===== src/rtl/regfile_pkg.sv =====
// Shared types and defaults for the multi-port register file.
package regfile_pkg;

  typedef enum logic {ST_IDLE = 1'b0, ST_CLEAR = 1'b1} rf_state_e;

  localparam int DEF_XLEN  = 32;
  localparam int DEF_NREGS = 32;
  localparam int DEF_NRD   = 2;

  function automatic int reg_aw(input int n);
    return (n <= 2) ? 1 : $clog2(n);
  endfunction

endpackage


===== src/rtl/regfile_clr_fsm.sv =====
// Sequential clear engine: sweeps zeros through the array after reset or on
// request, and latches a sticky error for writes attempted while sweeping.
module regfile_clr_fsm
  import regfile_pkg::*;
#(
  parameter int NREGS = DEF_NREGS,
  parameter int AW    = reg_aw(NREGS)
) (
  input  logic          clk,
  input  logic          rst,
  input  logic          clr_req,
  input  logic          we,
  output logic          busy,
  output logic          wr_err,
  output logic          clr_we,
  output logic [AW-1:0] clr_addr
);

  localparam logic [AW-1:0] LAST = AW'(NREGS - 1);

  rf_state_e     state_q, state_d;
  logic [AW-1:0] ptr_q, ptr_d;
  logic          wr_err_q, wr_err_d;

  always_ff @(posedge clk or posedge rst) begin
    if (rst) begin
      state_q  <= ST_CLEAR;
      ptr_q    <= '0;
      wr_err_q <= 1'b0;
    end else begin
      state_q  <= state_d;
      ptr_q    <= ptr_d;
      wr_err_q <= wr_err_d;
    end
  end

  always_comb begin
    state_d  = state_q;
    ptr_d    = ptr_q;
    wr_err_d = wr_err_q | (we & (state_q == ST_CLEAR));
    case (state_q)
      ST_CLEAR: begin
        // A new request mid-sweep starts over so every entry is cleared after it.
        if (clr_req) begin
          ptr_d = '0;
        end else if (ptr_q == LAST) begin
          state_d = ST_IDLE;
          ptr_d   = '0;
        end else begin
          ptr_d = ptr_q + 1'b1;
        end
      end
      ST_IDLE: begin
        if (clr_req) begin
          state_d = ST_CLEAR;
          ptr_d   = '0;
        end
      end
      default: begin
        state_d = ST_CLEAR;
        ptr_d   = '0;
      end
    endcase
  end

  assign busy     = (state_q == ST_CLEAR);
  assign clr_we   = busy;
  assign clr_addr = ptr_q;
  assign wr_err   = wr_err_q;

endmodule


===== src/rtl/regfile_mp.sv =====
// Parameterised multi-read-port register file with a sequential clear engine.
// Optional same-cycle write forwarding is enabled by defining REGFILE_BYPASS_EN.
module regfile_mp
  import regfile_pkg::*;
#(
  parameter int XLEN     = DEF_XLEN,
  parameter int NREGS    = DEF_NREGS,
  parameter int NRD      = DEF_NRD,
  parameter int ZERO_REG = 1,
  localparam int AW      = reg_aw(NREGS)
) (
  input  logic                clk,
  input  logic                rst,
  input  logic                clr_req,
  output logic                busy,
  output logic                wr_err,
  input  logic                we,
  input  logic [AW-1:0]       waddr,
  input  logic [XLEN-1:0]     wdata,
  input  logic [NRD*AW-1:0]   raddr,
  output logic [NRD*XLEN-1:0] rdata
);

`ifdef REGFILE_BYPASS_EN
  localparam bit BYPASS = 1'b1;
`else
  localparam bit BYPASS = 1'b0;
`endif

  logic            clr_we;
  logic [AW-1:0]   clr_addr;
  logic            arr_we;
  logic [AW-1:0]   arr_addr;
  logic [XLEN-1:0] arr_wdata;
  logic            wr_zero;
  logic            fwd_en;

  logic [XLEN-1:0] mem_q [NREGS];

  regfile_clr_fsm #(.NREGS(NREGS), .AW(AW)) u_clr (
    .clk      (clk),
    .rst      (rst),
    .clr_req  (clr_req),
    .we       (we),
    .busy     (busy),
    .wr_err   (wr_err),
    .clr_we   (clr_we),
    .clr_addr (clr_addr)
  );

  assign wr_zero = (ZERO_REG != 0) && (waddr == '0);

  // The clear engine owns the write port whenever it is sweeping.
  always_comb begin
    arr_we    = 1'b0;
    arr_addr  = waddr;
    arr_wdata = wdata;
    if (clr_we) begin
      arr_we    = 1'b1;
      arr_addr  = clr_addr;
      arr_wdata = '0;
    end else if (we && !clr_req && !wr_zero) begin
      arr_we = 1'b1;
    end
  end

  always_ff @(posedge clk) begin
    if (arr_we) mem_q[arr_addr] <= arr_wdata;
  end

  assign fwd_en = BYPASS && we && !busy && !clr_req && !wr_zero;

  for (genvar k = 0; k < NRD; k++) begin : g_rd
    logic [AW-1:0]   ra;
    logic [XLEN-1:0] rd;
    always_comb begin
      ra = raddr[k*AW +: AW];
      rd = mem_q[ra];
      if (fwd_en && (ra == waddr)) rd = wdata;
      if (busy || ((ZERO_REG != 0) && (ra == '0))) rd = '0;
    end
    assign rdata[k*XLEN +: XLEN] = rd;
  end

endmodule


===== config.mk =====
export PLATFORM = sky130hd
export DESIGN_NAME = regfile_mp
export DESIGN_NICKNAME = d
export VERILOG_FILES = /design/src/rtl/regfile_pkg.sv /design/src/rtl/regfile_clr_fsm.sv /design/src/rtl/regfile_mp.sv
export SDC_FILE = /design/constraint.sdc
export NUM_CORES = 1
export LEC_CHECK = 0
export BUFFER_PORTS_ARGS = -buffer_cell sky130_fd_sc_hd__buf_2
export CAP_MARGIN = 30
export CELL_PAD_IN_SITES_DETAIL_PLACEMENT = 1
export CELL_PAD_IN_SITES_GLOBAL_PLACEMENT = 1
export CORE_MARGIN = 10
export CORE_UTILIZATION = 55
export CTS_BUF_LIST = sky130_fd_sc_hd__clkbuf_16
export DETAILED_ROUTE_END_ITERATION = 8
export PLACE_DENSITY_LB_ADDON = 0.1
export SYNTH_ARGS = -nofsm -noshare
export SYNTH_HDL_FRONTEND = slang
export SYNTH_SLANG_ARGS = --single-unit

===== constraint.sdc =====
create_clock -name clk -period 5.7 [get_ports clk]
set_clock_uncertainty 0.1 [all_clocks]
set_input_delay 0.285 -clock clk [delete_from_list [all_inputs] [get_ports clk]]
set_output_delay 0.285 -clock clk [all_outputs]
set_load 0.005 [all_outputs]

==> impl_metrics.yaml, run 1 <==
layout:
  layout_common_cells: "edfxtp_1, mux2i_1, mux4_2"
  stdcell_count: 4257
  fin_nets: 3068
  drive_above_1_share_pct: 29.8
  design_area_um2: 54500
  final_util_pct: 62.6
  final_common_cell: "edfxtp_1"
  syn_to_final_growth_pct: 12.7
floorplanning:
  start_util_pct: 55.6
  fp.dieH_um: 316
  fp.coreArea_um2: 87000
  ioPinCount: 117
  fp.dieArea_um2: 100000
  rows: 108
  dieWidth_um: 316
clock_network:
  cts_resized: 0
  cts_buffers: 107
  cts_tree: "yes"
  clock_sinks: 1031
  cts_buffer_depth: 3
  clk_latency_ps: 700
  htreeDepth: 3
  cts.reportedPaths.clkPinSlew_ps: 60
  cts_root_buffer: "clkbuf_16"
sta:
  setup_ws_ps: 1120
  relSlewSlack_pct: 32.3
  worst_pin_slew_ps: 1010
  setup_violations: 0
  maxSlewViolCount: 0
  fin_setup_tns_ps: 0
  period_minus_slack_ps: 4580
  post-route-period-util_pct: 80.4
  max_freq_ghz: 0.218
  rsz0062_at_grt: "false"
  finalHoldViolCount: 0
synthesis:
  synthDistinctLibCells: 44
  syn_area_per_cell_um2: 16.7
  yosys_warnings: 0
  netlist_area_um2: 48300
  ys_ff_latch: 1031
  syn-num-nets: 2954
  ys.flop_type: "edfxtp_1"
  syn_inst: 2901
  async_flop_share_pct: 0.679
  synth-edff-count: 1024
  yosysSeqAreaShare_pct: 64.0
route:
  wl_met2_mm: 81.4
  routed_wl_mm: 175
  dr_wl_met3_mm: 19.6
  ant_nets: 0
  drt_first_iter_violations: 4804
  wire_per_inst_um: 41.1
  route.detailed.drc: 0
  vias_per_cell: 7.40
  drtPass1Iterations: 6
  via_count: 31500
  top_layer: "met5"
  wl_met1_mm: 63.2
worst_setup_path:
  reg2reg_from: "u_clr.busy$_DFF_PP1_"
  crit_end: "rdata[45]"
  crit_required_ps: 5320
  crit_type: "register to output pin"
  reg2reg_depth: 5
  cp_max_fo: 41
  reg2reg_slack_ps: 1940
  end_kind: "output pin"
  startpoint: "u_clr.busy$_DFF_PP1_"
  cp-start-kind: "register"
  reg2reg_to: "mem_q[10][3]$_DFFE_PP_"
  cp_data_arrival_time_ps: 4200
status:
  status: "finished clean"
power_and_ir_drop:
  vdd_drop_max_mv: 0.299
  power.density_nw_per_um2: 298
  p_leak_uw: 0.0184
global_routing:
  overflow: 0
  grt_pass1_vias: 32400
  globalRouteTotalUtil_pct: 34.7
  grt_max_degree: 82
  grt_pass1_wl_mm: 246
  grt_antenna_before_repair: 11
placed_design:
  globalplace.congestion: 0.936
  placed_cells: 4056
  postPlaceCellArea_um2: 51000
  portBuffers: 116
  pre_cts_slack_ps: 1960
  detailed_place_hpwl_mm: 113
hold_path:
  hold_class: "input port to register"
flow_run:
  max_cap_violations: 0
## flip-flops by register name, indices dropped and copies added, names as in the netlist
name            flops
u_clr.wr_err        1
u_clr.clr_addr      5
u_clr.busy          1
mem_q            1024
## power by group
part           internal, uW  switching, uW  leakage, uW
Sequential             8300           42.2      0.00967
Combinational           426            615      0.00695
Clock                  3890           2960      0.00175
## through the flow
stage	hold WS (ps)	power (uW)
finish	56.3	16200
floorplan	-12.3	9160
global placement	130	9470
detailed placement	140	9520
CTS	37.3	16200
global route	57.0	16600
## worst min path at each step
stage | startpoint | to | slack, ps | cells past startpoint
4_1_cts | wdata[27] | mem_q[2][27]$_DFFE_PP_ | 40 | 2
3_3_place_gp | rst | u_clr.wr_err$_DFF_PP0_ | 130 | 2
5_1_grt | wdata[6] | mem_q[1][6]$_DFFE_PP_ | 60 | 2
6_report | wdata[27] | mem_q[1][27]$_DFFE_PP_ | 60 | 2
3_5_place_dp | rst | u_clr.clr_addr[2]$_DFFE_PP0P_ | 140 | 2
2_1_floorplan | rst | u_clr.clr_addr[0]$_DFFE_PP0P_ | -10 | 1
## layout make-up
type / count / area [um^2]
Clock inverter: 82 / 629
Multi-Input combinational cell: 1633 / 16800
Sequential cell: 1031 / 30900
Fill cell: 7585 / 32600
Timing Repair Buffer: 238 / 1890
Inverter: 4 / 15.0
Tap cell: 1155 / 1450
Clock buffer: 109 / 2730
Antenna cell: 5 / 12.5
## cell usage after synthesis, types with 31 or more instances
| library cell | instances | share of area [%] |
|---|---|---|
| mux2_2 | 198 | 4.6 |
| clkbuf_1 | 92 | 0.71 |
| a22oi_1 | 162 | 2.5 |
| nand4_1 | 64 | 0.83 |
| nor2_1 | 43 | 0.33 |
| mux4_2 | 252 | 12 |
| a211oi_1 | 65 | 1.0 |
| nor2b_1 | 102 | 1.3 |
| nand2_1 | 80 | 0.62 |
| o31a_1 | 32 | 0.58 |
| a22o_1 | 32 | 0.58 |
| edfxtp_1 | 1024 | 64 |
| a31oi_1 | 31 | 0.40 |
| buf_2 | 103 | 1.1 |
| nand3_1 | 95 | 0.98 |
| or3_1 | 31 | 0.40 |
| mux2i_1 | 264 | 5.5 |
| o22ai_1 | 65 | 0.84 |
| o21ai_0 | 67 | 0.69 |
## per-layer routing
metal | GRT usage, % | vias to the layer above
met3 | 7.93 | 495
met2 | 54.2 | 2334
li1 | - | 12300
met5 | 0 | -
met4 | 18.1 | 10
met1 | 45.5 | 16400
## cell families after synthesis
group / count (synthesis) / synth area share (%)
muxes: 714 / 21.8
AOI/OAI and AO/OA: 462 / 6.76
and+or+nand+nor: 455 / 5.06
DFF: 1031 / 64.0
buffers and inverters: 237 / 2.34
adders and majority gates: 2 / 0.0518
## timing repair
action | in CTS | in global routing
hold endpoints to repair | 14 | 0
setup buffers | 0 | 0
hold buffers | 4 | 0
## worst max-delay path, stage by stage (launching register included)
cell	delay, ps
dfstp_4	1060
buf_4	590
nor3_2	100
buf_4	330
and2_1	360
buf_4	250
nand2_1	100
nand4_1	360
buf_2	280
Power figures use the tool's default switching activity.
==> run 2: changes to the inputs <==
--- a/config.mk
+++ b/config.mk
@@ -5,12 +5,13 @@
 export SDC_FILE = /design/constraint.sdc
 export NUM_CORES = 1
 export LEC_CHECK = 0
+export ABC_AREA = 1
 export BUFFER_PORTS_ARGS = -buffer_cell sky130_fd_sc_hd__buf_2
 export CAP_MARGIN = 30
 export CELL_PAD_IN_SITES_DETAIL_PLACEMENT = 1
 export CELL_PAD_IN_SITES_GLOBAL_PLACEMENT = 1
 export CORE_MARGIN = 10
-export CORE_UTILIZATION = 55
+export CORE_UTILIZATION = 44
 export CTS_BUF_LIST = sky130_fd_sc_hd__clkbuf_16
 export DETAILED_ROUTE_END_ITERATION = 8
 export PLACE_DENSITY_LB_ADDON = 0.1
==> constraint.sdc (replaced) <==
create_clock -name clk -period 3.8 [get_ports clk]
set_clock_uncertainty 0.1 [all_clocks]
set_input_delay 0.19 -clock clk [delete_from_list [all_inputs] [get_ports clk]]
set_output_delay 0.19 -clock clk [all_outputs]
set_load 0.005 [all_outputs]
==> run 2 against run 1 <==
- utilization decreased by 12 points
- critical path depth decreased by 2
- non-clock buffer count grew 89
- sequential cell count did not move
- clock-buffer cell count is 7 higher
- worst hold slack worse by 30 ps
- sequential share of layout area fell by 3.9 points
- largest cell class unchanged
- sequential power grew 50%
- largest power group unchanged
- global-route usage is 1.8 points lower
==> impl_metrics.yaml, run 2 <==
worst_setup_path:
  cp_max_fo: 32
  crit_end: "rdata[19]"
  crit_type: "register to output pin"
  end_kind: "output pin"
  reg2reg_depth: 7
  reg2reg_from: "u_clr.busy$_DFF_PP1_"
  cp_data_arrival_time_ps: 3170
  cp-start-kind: "register"
  reg2reg_to: "mem_q[12][16]$_DFFE_PP_"
  crit_required_ps: 3510
  reg2reg_slack_ps: 500
  startpoint: "u_clr.busy$_DFF_PP1_"
global_routing:
  globalRouteTotalUtil_pct: 32.9
  grt_pass1_vias: 46800
  grt_max_degree: 136
  overflow: 0
  grt_antenna_before_repair: 2
  grt_pass1_wl_mm: 322
power_and_ir_drop:
  p_leak_uw: 0.0236
  vdd_drop_max_mv: 0.366
  p_sw_uw: 6740
  clkPwrFrac_pct: 41.9
  power.density_nw_per_um2: 443
  p_comb_share_pct: 9.9
  intPower_uw: 19200
  swShare_pct: 26.0
  seqPwrFrac_pct: 48.2
placed_design:
  detailed_place_hpwl_mm: 129
  postPlaceCellArea_um2: 54800
  portBuffers: 116
  globalplace.congestion: 0.850
  pre_cts_slack_ps: 569
synthesis:
  synth-edff-count: 1024
  synth_top_area_cell: "edfxtp_1"
  synth.most_common_cell: "nand2_1"
  synth_commonest_cells: "nand2_1, nand3_1, edfxtp_1"
  yosysSeqAreaShare_pct: 59.7
  syn-num-nets: 5995
  synth.area.top_cells: "edfxtp_1, nand2_1, nand3_1, a21oi_1, buf_2"
  synth.area.mux_share_pct: 0
  yosys.area_share.simple_pct: 31.6
  ys_ff_latch: 1031
  async_flop_share_pct: 0.679
  synthDistinctLibCells: 26
  ys.flop_type: "edfxtp_1"
  netlist.area_leader.share_pct: 59.4
  syn_area_per_cell_um2: 8.71
  synth_top_family_by_area: "simple AND/OR/NAND/NOR gates"
  yosys_warnings: 0
  synthXorXnorAreaFrac_pct: 0.0338
  synth_compound_area_share_pct: 3.96
  syn_inst: 5942
  synth_adder_area_share_pct: 0.0483
  netlist_area_um2: 51800
sta:
  setup_violations: 0
  fin_hold_ws_ps: 25.8
  worst_pin_slew_ps: 994
  finalHoldViolCount: 0
  rsz0062_at_grt: "false"
  period_minus_slack_ps: 3460
  post-route-period-util_pct: 91.0
  maxSlewViolCount: 0
  setup_ws_ps: 342
  fin_setup_tns_ps: 0
  max_freq_ghz: 0.289
  relSlewSlack_pct: 33.6
clock_network:
  post_cts_buffers: 0
  cts_buffer_depth: 3
  cts_tree: "yes"
  clock_sinks: 1031
  cts.reportedPaths.clkPinSlew_ps: 70
  clk_latency_ps: 710
  postCtsHoldBufs: 17
  cts_root_buffer: "clkbuf_16"
  cts_buffers: 114
  cts_resized: 0
  htreeDepth: 3
route:
  via_count: 46600
  wl_met1_mm: 89.7
  dr_wl_met3_mm: 20.9
  vias_per_cell: 6.15
  wire_per_inst_um: 29.3
  wl_met2_mm: 101
  routed_wl_mm: 222
  ant_nets: 0
  drtPass1Iterations: 6
  top_layer: "met4"
  route.detailed.drc: 0
  drt_first_iter_violations: 5151
layout:
  antenna_cells: 0
  fin_nets: 6021
  largest-register: "mem_q"
  drive_above_1_share_pct: 8.91
  design_area_um2: 58500
  syn_to_final_growth_pct: 13.1
  final_common_cell: "nand2_1"
  layout_common_cells: "nand2_1, nand3_1, edfxtp_1"
  largest_reg_flops: 1024
floorplanning:
  start_util_pct: 44.4
  fp.dieArea_um2: 132000
  rows: 125
  dieWidth_um: 363
  ioPinCount: 117
  fp.coreArea_um2: 117000
  fp.dieH_um: 363
hold_path:
  hold_class: "input port to register"
  hold_path_startpoint: "wdata[10]"
status:
  status: "finished clean"
flow_run:
  max_cap_violations: 0
-- run 2: cell types whose count changed after synthesis, sizes merged, moves of 162 or more --
| cell | before | now |
|---|---|---|
| a21oi | 1 | 322 |
| nand3 | 95 | 1091 |
| mux2i | 264 | 0 |
| mux2 | 198 | 0 |
| nand2 | 80 | 2749 |
| a22oi | 162 | 0 |
| buf | 141 | 337 |
| mux4 | 252 | 0 |
-- run 2: through the flow --
stage / power [uW] / util, % / instances
floorplan: 14200 / - / 5942
global placement: 15200 / 47.0 / 7355
detailed placement: 15200 / 47.0 / 7358
CTS: 25900 / 50.2 / 7581
global route: 26600 / 50.2 / 7582
finish: 25900 / 50.2 / 7582
-- run 2: critical path, cell delays in order (launching register included) --
cell and delay (ps):
dfstp_4 650, buf_4 270, inv_1 170, nand2_2 100, buf_4 660, a21oi_1 320, buf_2 230
-- run 2: layer usage --
layer,vias to the layer above,GRT usage (%)
met1,23500,44.9
met4,0,13.5
met2,2522,52.0
met3,513,5.35
li1,20100,-
met5,-,0
-- run 2: area by class of cell --
cell class / instances / area [um^2]
fill: 13400 / 58000
sequential: 1031 / 30900
multi-input combinational: 4396 / 18800
timing repair buffer: 327 / 2940
clock buffer: 116 / 2900
tap: 1524 / 1910
clock inverter: 90 / 657
inverter: 98 / 424
-- run 2: logic make-up (layout without fill, tap and decap cells) --
group           after synthesis  after routing
simple gates               3984           3984
flops                      1031           1031
buf+inv                     515            631
compound gates              408            408
fa+ha+maj                     2              2
xor+xnor                      2              2
-- run 2: worst min-delay path by stage --
stage	endpoint	slack (ps)	cells past startpoint
after floorplan	u_clr.clr_addr[0]$_DFFE_PP0P_	-110	1
after global placement	u_clr.clr_addr[4]$_DFFE_PP0P_	60	2
after detailed placement	u_clr.wr_err$_DFF_PP0_	70	2
after CTS	mem_q[31][10]$_DFFE_PP_	2	4
after global routing	mem_q[31][10]$_DFFE_PP_	40	4
final	mem_q[31][10]$_DFFE_PP_	30	4
-- run 2: power groups by stage --
stage                     clock network (uW)  logic, uW  registers (uW)
after floorplan                            0       1460           12700
after global placement                     0       2460           12700
after detailed placement                   0       2490           12700
after CTS                              10900       2520           12500
after global routing                   11400       2740           12500
final                                  10900       2580           12500
